### src/rtl/pipe_stage_skid_buffer.sv
// ---------------------------------------------------------------------------
// pipe_stage_skid_buffer
//
// Purpose:
//    Parametrised inter-stage pipeline register with a valid/ready handshake.
//    It has a main entry, which drives the output, and one skid entry. The
//    upstream ready comes only from registered state, so the downstream
//    out_ready and hold never reach in_ready combinationally. A hold input
//    stalls the output side. A flush input squashes every beat held here and
//    any beat offered in the same cycle. The low CTRL_W payload bits
//    (regwrite/memtoreg style controls) read as zero whenever no beat is
//    presented, so a squashed slot cannot act downstream.
//
// Ports:
//    clk        in   rising-edge clock
//    rst        in   synchronous active-high reset
//    in_valid   in   upstream beat present
//    in_ready   out  buffer can accept a beat this cycle
//    in_data    in   upstream payload [DATA_W-1:0]
//    hold       in   stall: no beat leaves, input side may still fill
//    flush      in   squash all held beats and the beat offered this cycle
//    out_valid  out  downstream beat present
//    out_ready  in   downstream accepts beat
//    out_data   out  payload, low CTRL_W bits forced to 0 when out_valid=0
//    occupancy  out  number of valid entries (0..2)
// ---------------------------------------------------------------------------
module pipe_stage_skid_buffer #(
   parameter int                DATA_W  = 38,
   parameter int                CTRL_W  = 2,
   parameter logic [DATA_W-1:0] RST_VAL = '0
) (
   input  logic              clk,
   input  logic              rst,
   input  logic              in_valid,
   output logic              in_ready,
   input  logic [DATA_W-1:0] in_data,
   input  logic              hold,
   input  logic              flush,
   output logic              out_valid,
   input  logic              out_ready,
   output logic [DATA_W-1:0] out_data,
   output logic [1:0]        occupancy
);

   // Ones in the control-bit positions. Shifting a one past the top bit gives
   // zero, and zero minus one gives all ones, so CTRL_W = DATA_W masks the
   // whole word and CTRL_W = 0 masks nothing.
   localparam logic [DATA_W-1:0] ONE       = {{(DATA_W-1){1'b0}}, 1'b1};
   localparam logic [DATA_W-1:0] CTRL_MASK = (ONE << CTRL_W) - ONE;

   logic              main_valid_q, main_valid_d;
   logic              skid_valid_q, skid_valid_d;
   logic [DATA_W-1:0] main_data_q,  main_data_d;
   logic [DATA_W-1:0] skid_data_q,  skid_data_d;

   logic in_fire;
   logic out_fire;

   // Handshake qualifiers. in_ready looks only at the skid flag and reset,
   // so upstream timing stays isolated from the downstream side.
   always_comb begin
      in_ready  = !skid_valid_q && !rst;
      out_valid = main_valid_q;
      in_fire   = in_valid && in_ready && !flush;
      out_fire  = main_valid_q && out_ready && !hold;
   end

   // Next-state logic for the two entries. The skid only fills when main is
   // occupied and not draining, and it always refills main before any new
   // beat is accepted, which keeps the order strictly FIFO.
   always_comb begin
      main_valid_d = main_valid_q;
      skid_valid_d = skid_valid_q;
      main_data_d  = main_data_q;
      skid_data_d  = skid_data_q;

      if (flush) begin
         // Data words are left stale; only the valid flags matter.
         main_valid_d = 1'b0;
         skid_valid_d = 1'b0;
      end else if (out_fire) begin
         if (skid_valid_q) begin
            main_data_d  = skid_data_q;
            skid_valid_d = 1'b0;
         end else if (in_fire) begin
            main_data_d  = in_data;
         end else begin
            main_valid_d = 1'b0;
         end
      end else if (in_fire) begin
         if (!main_valid_q) begin
            main_valid_d = 1'b1;
            main_data_d  = in_data;
         end else begin
            skid_valid_d = 1'b1;
            skid_data_d  = in_data;
         end
      end
   end

   // State registers. Reset wins over flush, hold and any handshake.
   always_ff @(posedge clk) begin
      if (rst) begin
         main_valid_q <= 1'b0;
         skid_valid_q <= 1'b0;
         main_data_q  <= RST_VAL;
         skid_data_q  <= RST_VAL;
      end else begin
         main_valid_q <= main_valid_d;
         skid_valid_q <= skid_valid_d;
         main_data_q  <= main_data_d;
         skid_data_q  <= skid_data_d;
      end
   end

   // Output payload with control bits squashed while no beat is presented.
   always_comb begin
      out_data  = main_valid_q ? main_data_q : (main_data_q & ~CTRL_MASK);
      occupancy = {1'b0, main_valid_q} + {1'b0, skid_valid_q};
   end

endmodule
### config.mk
export PLATFORM = sky130hd
export DESIGN_NAME = pipe_stage_skid_buffer
export DESIGN_NICKNAME = d
export VERILOG_FILES = /design/src/rtl/pipe_stage_skid_buffer.sv
export SDC_FILE = /design/constraint.sdc
export NUM_CORES = 1
export LEC_CHECK = 0
export CAP_MARGIN = 40
export CORE_MARGIN = 5
export CORE_UTILIZATION = 40
export CTS_CLUSTER_DIAMETER = 80
export DETAILED_ROUTE_END_ITERATION = 7
export GPL_ROUTABILITY_DRIVEN = 0
export PLACE_DENSITY = 0.67
export SKIP_CTS_REPAIR_TIMING = 1
export SYNTH_ARGS = -nofsm -noshare
export SYNTH_HDL_FRONTEND = slang
export SYNTH_SLANG_ARGS = --single-unit
### constraint.sdc
create_clock -name clk -period 2 [get_ports clk]
set_input_delay 0.4 -clock clk [delete_from_list [all_inputs] [get_ports clk]]
set_output_delay 0.4 -clock clk [all_outputs]
set_load 0.05 [all_outputs]
* After elaboration in Yosys (flattened, before gate mapping)
Index checks and enable logic that the tools add are counted.
** Word-level totals
- Output and inout port bits :: 42
- Input port bits :: 44
- Register bits after elaboration :: 78
- Word-level logic and storage cells :: 37
** Cells by class
- Reductions and logical operators :: 17
- $add $sub $neg :: 1
- Bitwise logic cells :: 2
- Multiplexer cells :: 10
- Equality and inequality tests :: 3
** Operators by type and width (number)
- 38-bit two-way mux :: 5
- 4-bit AND reduction :: 2
- 1-bit logical AND :: 5
- 1-bit zero test :: 4
- 1-bit two-way mux :: 4
- 2-bit != test (second input constant) :: 2
- 2-bit nonzero test :: 2
- 3-bit AND reduction :: 1
- 3-bit OR reduction :: 1
- 1-bit by 1-bit adder with 2-bit output :: 1
- 2-bit two-way mux :: 1
- 2-bit by 1-bit != test with 1-bit output (second input constant) :: 1
- 1-bit inverter :: 2
- 2-bit AND reduction :: 1
- 2-bit OR reduction :: 1

* Logic depth before layout (Yosys ltp)
Gate-level depths: netlist of run 1.
- Word-level depth :: 7
- Depth in mapped cells :: 10
- Depth with buffers taken out :: 7

* Worst setup path before layout of run 1
No wires, ideal clock.
- Path kind :: register to register
- From :: register main_valid_q, in the netlist out_valid
- To :: register main_data_q[17]
- Required time :: 1863 ps
- Buffers on the path :: 3
- Cell stages (with the launch flop) :: 9
- Period minus slack after synthesis :: 2218 ps
- Data arrival time :: 2081 ps
- Setup time :: 137 ps
- Setup slack :: -218 ps
- Cells stage by stage :: dfxtp_1 > buf_2 > nand2_1 > ha_1 > or2_1 > a221oi_4 > buf_4 > buf_2 > a211oi_1
** Between the ends
- Word-level cells in the longest chain between the ends :: 4
- Elaborated cells on any way between the ends :: 6
- Those cells by class :: eq/ne (1); mux (1); reduce/logical (4)
** Ends and longest elaborated chain
- start: declaration :: RTL line 51 : logic main_valid_q, main_valid_d;
- start signal: assignment :: RTL line 109 : main_valid_q <= main_valid_d;
- 1-bit logical AND (2 in a row) :: RTL line 65 : out_fire = main_valid_q && out_ready && !hold;
- 2-bit by 1-bit != test with 1-bit output (no line) or 2-bit nonzero test (tied branches)
- 4-bit AND reduction (no line)
- end signal: assignment :: RTL line 111 : main_data_q <= main_data_d;
- end: declaration :: RTL line 53 : logic [DATA_W-1:0] main_data_q, main_data_d;
Several ways; a longest one is shown, not always the timed one.
A chain may end at the register's enable or synchronous reset.

* Worst setup path after layout of run 1
- From :: register skid_valid_q
- To :: register main_data_q[22]
** Between the ends
- Word-level cells in the longest chain between the ends :: 6
- Elaborated cells on any way between the ends :: 9
- Those cells by class :: mux (2); reduce/logical (7)
** Ends and longest elaborated chain
- start: declaration :: RTL line 52 : logic skid_valid_q, skid_valid_d;
- start signal: assignment :: RTL line 110 : skid_valid_q <= skid_valid_d;
- 1-bit zero test :: RTL line 62 : in_ready = !skid_valid_q && !rst;
- 1-bit logical AND :: RTL line 62
- 1-bit logical AND (2 in a row) :: RTL line 64 : in_fire = in_valid && in_ready && !flush;
- 2-bit nonzero test (no line)
- 4-bit AND reduction (no line)
Several ways; a longest one is shown, not always the timed one.

==> summary.md, run 1 <==
| Metric | Value |
|---|---|
| Hpwl dp | 4900 microns |
| Synth Warn # | 0 |
| Worst Setup Slack, final | -0.0473 ns |
| Commonest non-fill, non-tap cell in the layout | nand2_1 |
| Ports | 86 |
| GR Overflow Total | 0 |
| Number of routed nets with antenna violations | 0 |
| Port bufs | 85 |
| Nets | 495 |
| Seq. cell area | 1570 sq um |
| Setup Skew | 0.00701 ns |
| Die H | 104 microns |
| Mapped Area | 3510 sq um |
| Worst VDD drop | 0.417 mV |
| Startpoint types | flop |
| Net count after synthesis | 440 |
| Largest net degree at the start of global routing | 65 |
| WL/cell | 14.5 microns |
| Final Hold Viols | 0 |
| Fin cells | 561 |
| Layout area overhead | 36.0% |
| Post-Synth Adder-Cell Area | 0.00713 |
| Antenna violations before repair | 0 |
| Clock transition at the registers of the reported paths | 0.08 ns |
| TritonCTS clock tree | yes |
| FILL cells | 774 |
| Synth Area in XOR/XNOR | 0 |
| Max-cap viol count | 0 |
| Vias/cell | 4.96 |
| Worst skew pair latency | 0.34 ns |
| Placed cell count | 537 |
| Mux contribution to synthesized area | 0.108 |
| Lkg Pwr | 0.00193 uW |
| Site Rows | 34 |
| DRC violations left | 0 |
| Max Freq | 488 MHz |
| FF+latch count, synth | 78 |
| Core box area | 8640 sq um |
| Post-route setup TNS | -0.552 ns |
| CP arrival | 2.31 ns |
| Register area share after synthesis | 0.445 |
| GRT Util Overall | 0.135 |
| Clock Tree Buf Depth | 2 |
| RSZ-0062 raised after global routing | yes |
| Synth unique cells | 27 |
| First-pass GRT wire length | 12,100 microns |
| H-tree levels | 3 |
| Outcome | finished with violations |
| Max FO, Critical Path | 8 |
| Most frequent cells in the layout | nand2_1 (77), dfxtp_1 (76), clkdlybuf4s50_1 (73), a21oi_1 (40), mux2i_1 (38) |
| CTS sink cnt | 78 |
| Combined area of the multi-input logic cells | 1630 sq um |
| Setup violators final | 26 |
| Layout cells sized above 1 | 0.203 |
| CP endpoint kind | flop |
| Total CTS buffers | 9 |
| Period minus WS final | 2.05 ns |
| Antenna cells | 0 |
| Synth Area in Simple Gates | 0.147 |
| Initial Utilization | 0.406 |
| Chip width | 104 microns |
| Syn_area_per_cell | 8.91 sq um |
| Failing checks | setup timing |
| Crit path required time | 2.26 ns |
| Number of global-route vias before repair | 2,621 |
| Root buf cell | clkbuf_8 |
| First-pass detailed-route iteration total | 4 |
| PwrDens | 676 nW/um^2 |
| Slew headroom | 0.552 |
| Kind of critical path | reg2reg |
| Worst Tran Pin Value | 0.671 ns |
| Tcrit/Tclk final | 1.02 |
| Post-Synthesis Cells | 394 |
| Via Count | 2,783 |
| DRT iter0 DRCs | 66 |
| Routed Wire Length | 8150 microns |
| Die area | 10,700 sq um |
| Slew Viols, Final | 0 |
| Main combinational cell family by area after synthesis | compound AO/OA/AOI/OAI gates |
| Worst min-delay path class | in2reg |
| Compound-Gate Fraction of Synth Area | 0.165 |
[per-stage QoR]
| step | setup slack, ns | area [sq um] | utilization | power, uW | hold WS [ns] |
|---|---|---|---|---|---|
| 6_report | -0.0473 | 4770 | 0.553 | 3230 | 0.431 |
| 5_1_grt | -0.129 | 4770 | 0.553 | 3360 | 0.424 |
| 4_1_cts | -0.251 | 4470 | 0.518 | 3240 | 0.456 |
| 3_5_place_dp | -0.635 | 4240 | 0.491 | 1900 | 0.446 |
| 3_3_place_gp | -0.524 | 4240 | 0.491 | 1890 | 0.440 |
| 2_1_floorplan | 0.00832 | 3530 | - | 1760 | 0.436 |
[Yosys cell counts, drive strengths merged]
master | n | area (sq um)
buf | 56 | 403
nor2 | 39 | 146
a2111oi | 1 | 8.76
nor3 | 1 | 5.00
nand2 | 77 | 289
mux2i | 38 | 380
and3 | 1 | 6.26
a221oi | 1 | 26.3
nor2b | 1 | 6.26
nand2b | 2 | 20.0
nor4b | 1 | 15.0
inv | 2 | 7.50
clkbuf | 10 | 37.5
dfxtp | 78 | 1560
ha | 2 | 25.0
nand3 | 2 | 10.0
a211oi | 38 | 335
or2 | 1 | 6.26
and2 | 2 | 12.5
a21boi | 1 | 7.51
a21oi | 40 | 200
[where the power goes]
group | total, uW | internal [uW] | switching, uW
logic | 305 | 148 | 157
registers | 1580 | 1570 | 10.2
clock network | 1350 | 805 | 543
[state kept, by name, summed over array words and instances (netlist names)]
| register | count |
|---|---|
| out_valid | 1 |
| skid_data_q | 38 |
| skid_valid_q | 1 |
| main_data_q | 38 |
[metal layers]
layer / up-vias / track usage / share of wire
met5: - / 0 / 0
met4: 0 / 0.0416 / 0.0085
met3: 8 / 0.0516 / 0.050
met2: 68 / 0.233 / 0.50
met1: 1294 / 0.153 / 0.45
li1: 1413 / - / -
[layout make-up]
| class | count | area share |
|---|---|---|
| multi-input cells | 248 | 0.342 |
| flip-flops and latches | 78 | 0.328 |
| repair buffers | 110 | 0.252 |
| clock buffers | 12 | 0.0349 |
| well taps | 108 | 0.0283 |
| clock inverters | 3 | 0.0136 |
| inverters | 2 | 0.00157 |
[kinds of logic after synthesis]
group,after synthesis
buffers and inverters,68
muxes,38
and+or+nand+nor,127
AOI/OAI and AO/OA,81
DFF,78
adders and majority gates,2
[path summary, 6_finish.rpt]
| check | depth (start not counted) | from | slack, ns | to |
|---|---|---|---|---|
| worst min-delay path | 3 | flush | 0.43 | out_valid |
| worst max-delay path | 9 | skid_valid_q | -0.05 | main_data_q[22] |
| worst max register to register | 9 | skid_valid_q | -0.05 | main_data_q[22] |
| worst min register to register | 2 | skid_data_q[32] | 0.45 | skid_data_q[32] |
[critical path, cell delays in order, from the launching register on]
cell and delay [ns]:
dfxtp_2 0.33, nor4b_4 0.28, inv_1 0.08, ha_2 0.16, or2_4 0.25, a221oi_4 0.26
buf_6 0.23, clkbuf_16 0.18, nor2_1 0.04, a211oi_1 0.15
(Power assumes the default switching activity.)
==> run 2, diff against run 1 <==
--- a/config.mk
+++ b/config.mk
@@ -6,7 +6,6 @@
 export NUM_CORES = 1
 export LEC_CHECK = 0
 export CAP_MARGIN = 40
-export CORE_MARGIN = 5
 export CORE_UTILIZATION = 40
 export CTS_CLUSTER_DIAMETER = 80
 export DETAILED_ROUTE_END_ITERATION = 7
==> summary.md, run 2 (synthesis gave the netlist of run 1 again) <==
| Metric | Value |
|---|---|
| Outcome | finished with violations |
| Failing checks | setup timing |
| RSZ-0062 raised after global routing | yes |
| Worst Tran Pin Value | 0.638 ns |
| FILL cells | 721 |
| Worst reg2reg setup slack | -0.03 ns |
| Startpoint types | flop |
| Top Usage Layer GRT | met2 |
| Number of global-route vias before repair | 2,362 |
| Worst min-delay path class | reg2reg |
| Setup violators final | 25 |
| Largest net degree at the start of global routing | 58 |
| Post-route cell area | 4750 sq um |
| Top flop regs | main_data_q x38, skid_data_q x38 |
| Worst skew pair latency | 0.34 ns |
| Via Count | 2,816 |
| Setup Skew | 0.00940 ns |
| Crit path required time | 2.26 ns |
| Root buf cell | clkbuf_8 |
| Clock transition at the registers of the reported paths | 0.07 ns |
| Nets | 499 |
| M3 GR Usage | 0.0590 |
| First-pass detailed-route iteration total | 4 |
| Period minus WS final | 2.03 ns |
| Die area | 9150 sq um |
| Kind of critical path | reg2reg |
| WHS Endpoint | skid_data_q[23] |
| Antenna cells | 0 |
| Worst Hold Launch | skid_data_q[23] |
| TritonCTS clock tree | yes |
| Tcrit/Tclk final | 1.02 |
| H-tree levels | 3 |
| Routed Wire Length | 8150 microns |
| WL/cell | 14.5 microns |
| Max Freq | 492 MHz |
| Chip width | 95.7 microns |
| Layout cells sized above 1 | 0.188 |
| FF-to-FF Start | skid_valid_q |
| Initial Utilization | 0.421 |
| Hold Path Depth | 2 |
| Max FO, Critical Path | 8 |
| First-pass GRT wire length | 11,300 microns |
| Worst-case reg-to-reg path depth | 9 |
| Ports | 86 |
| Port bufs | 85 |
| Placed cell count | 537 |
| Place WS | -0.576 ns |
| CTS sink cnt | 78 |
| Global-route met2 utilization | 0.272 |
| Met1 Usage GRT | 0.195 |
| Fin cells | 562 |
| Final Hold Viols | 0 |
| Clock Tree Buf Depth | 2 |
| DRT iter0 DRCs | 65 |
| Commonest non-fill, non-tap cell in the layout | nand2_1 |
| Vias/cell | 5.01 |
| Total CTS buffers | 9 |
| Die H | 95.7 microns |
| Core box area | 8340 sq um |
| Antenna violations before repair | 0 |
| GR Overflow Total | 0 |
| Worst VDD drop | 0.465 mV |
| Layout area overhead | 35.2% |
| Slew Viols, Final | 0 |
| CP arrival | 2.29 ns |
| Placed cell area | 4240 sq um |
| DRC violations left | 0 |
| R2r endpoint | main_data_q[28] |
| Most frequent cells in the layout | nand2_1 (77), dfxtp_1 (76), clkdlybuf4s50_1 (73), a21oi_1 (40), mux2i_1 (38) |
| CP endpoint kind | flop |
| Lkg Pwr | 0.00195 uW |
| PwrDens | 681 nW/um^2 |
| Hpwl dp | 4830 microns |
| Slew headroom | 0.574 |
| Max-cap viol count | 0 |
| Site Rows | 33 |
| Number of routed nets with antenna violations | 0 |
| Worst Setup Slack, final | -0.0324 ns |
| GRT Util Overall | 0.161 |
-- run 2: power by group --
part / internal [uW] / switching [uW] / total [uW]
logic: 149 / 154 / 303
registers: 1570 / 10.5 / 1580
clock network: 805 / 547 / 1350
-- run 2: routing by layer --
metal,vias to the layer above,share of wire,wire [microns]
li1,1413,-,-
met1,1328,0.44,3580
met2,68,0.50,4040
met3,7,0.056,454
met4,0,0.0082,67
met5,-,0,0
-- run 2: worst max-delay path by stage --
stage,start,end,cells past startpoint
final,skid_valid_q,main_data_q[28],9
after global routing,skid_valid_q,main_data_q[23],9
after CTS,flush,main_data_q[35],9
after detailed placement,flush,main_data_q[35],9
after global placement,flush,main_data_q[4],9
after floorplan,rst,main_data_q[26],10
-- run 2: area by class of cell --
cell class	instances	area, sq um	area share
timing repair buffer	114	1210	0.255
clock buffer	12	166	0.0351
sequential	78	1570	0.330
clock inverter	3	65.1	0.0137
tap	105	131	0.0277
multi-input combinational	248	1600	0.337
inverter	2	7.51	0.00158
-- run 2: worst max-delay path, cell delays in order, from the launching register on --
cell       delay (ns)
dfxtp_2          0.33
nor4b_4          0.29
inv_1            0.08
ha_2             0.17
or2_4            0.25
a221oi_4         0.24
buf_12           0.19
clkbuf_16        0.16
nor2_2           0.04
a211oi_2         0.18
-- run 2: through the flow --
stage	utilization	total power, uW	TNS (ns)	hold WS, ns
after detailed placement	0.508	1900	-20.64	0.446
after floorplan	-	1760	0	0.436
after CTS	0.536	3250	-6.56	0.457
after global routing	0.569	3360	-3.86	0.451
after global placement	0.508	1890	-19.29	0.441
final	0.569	3230	-0.231	0.453
==> run 3, diff against run 2 <==
--- a/config.mk
+++ b/config.mk
@@ -8,6 +8,7 @@
 export CAP_MARGIN = 40
 export CORE_UTILIZATION = 40
 export CTS_CLUSTER_DIAMETER = 80
+export CTS_CLUSTER_SIZE = 14
 export DETAILED_ROUTE_END_ITERATION = 7
 export GPL_ROUTABILITY_DRIVEN = 0
 export PLACE_DENSITY = 0.67
==> results of run 3 <==
Same layout as run 2: the final DEF is identical, and so are final timing and power.
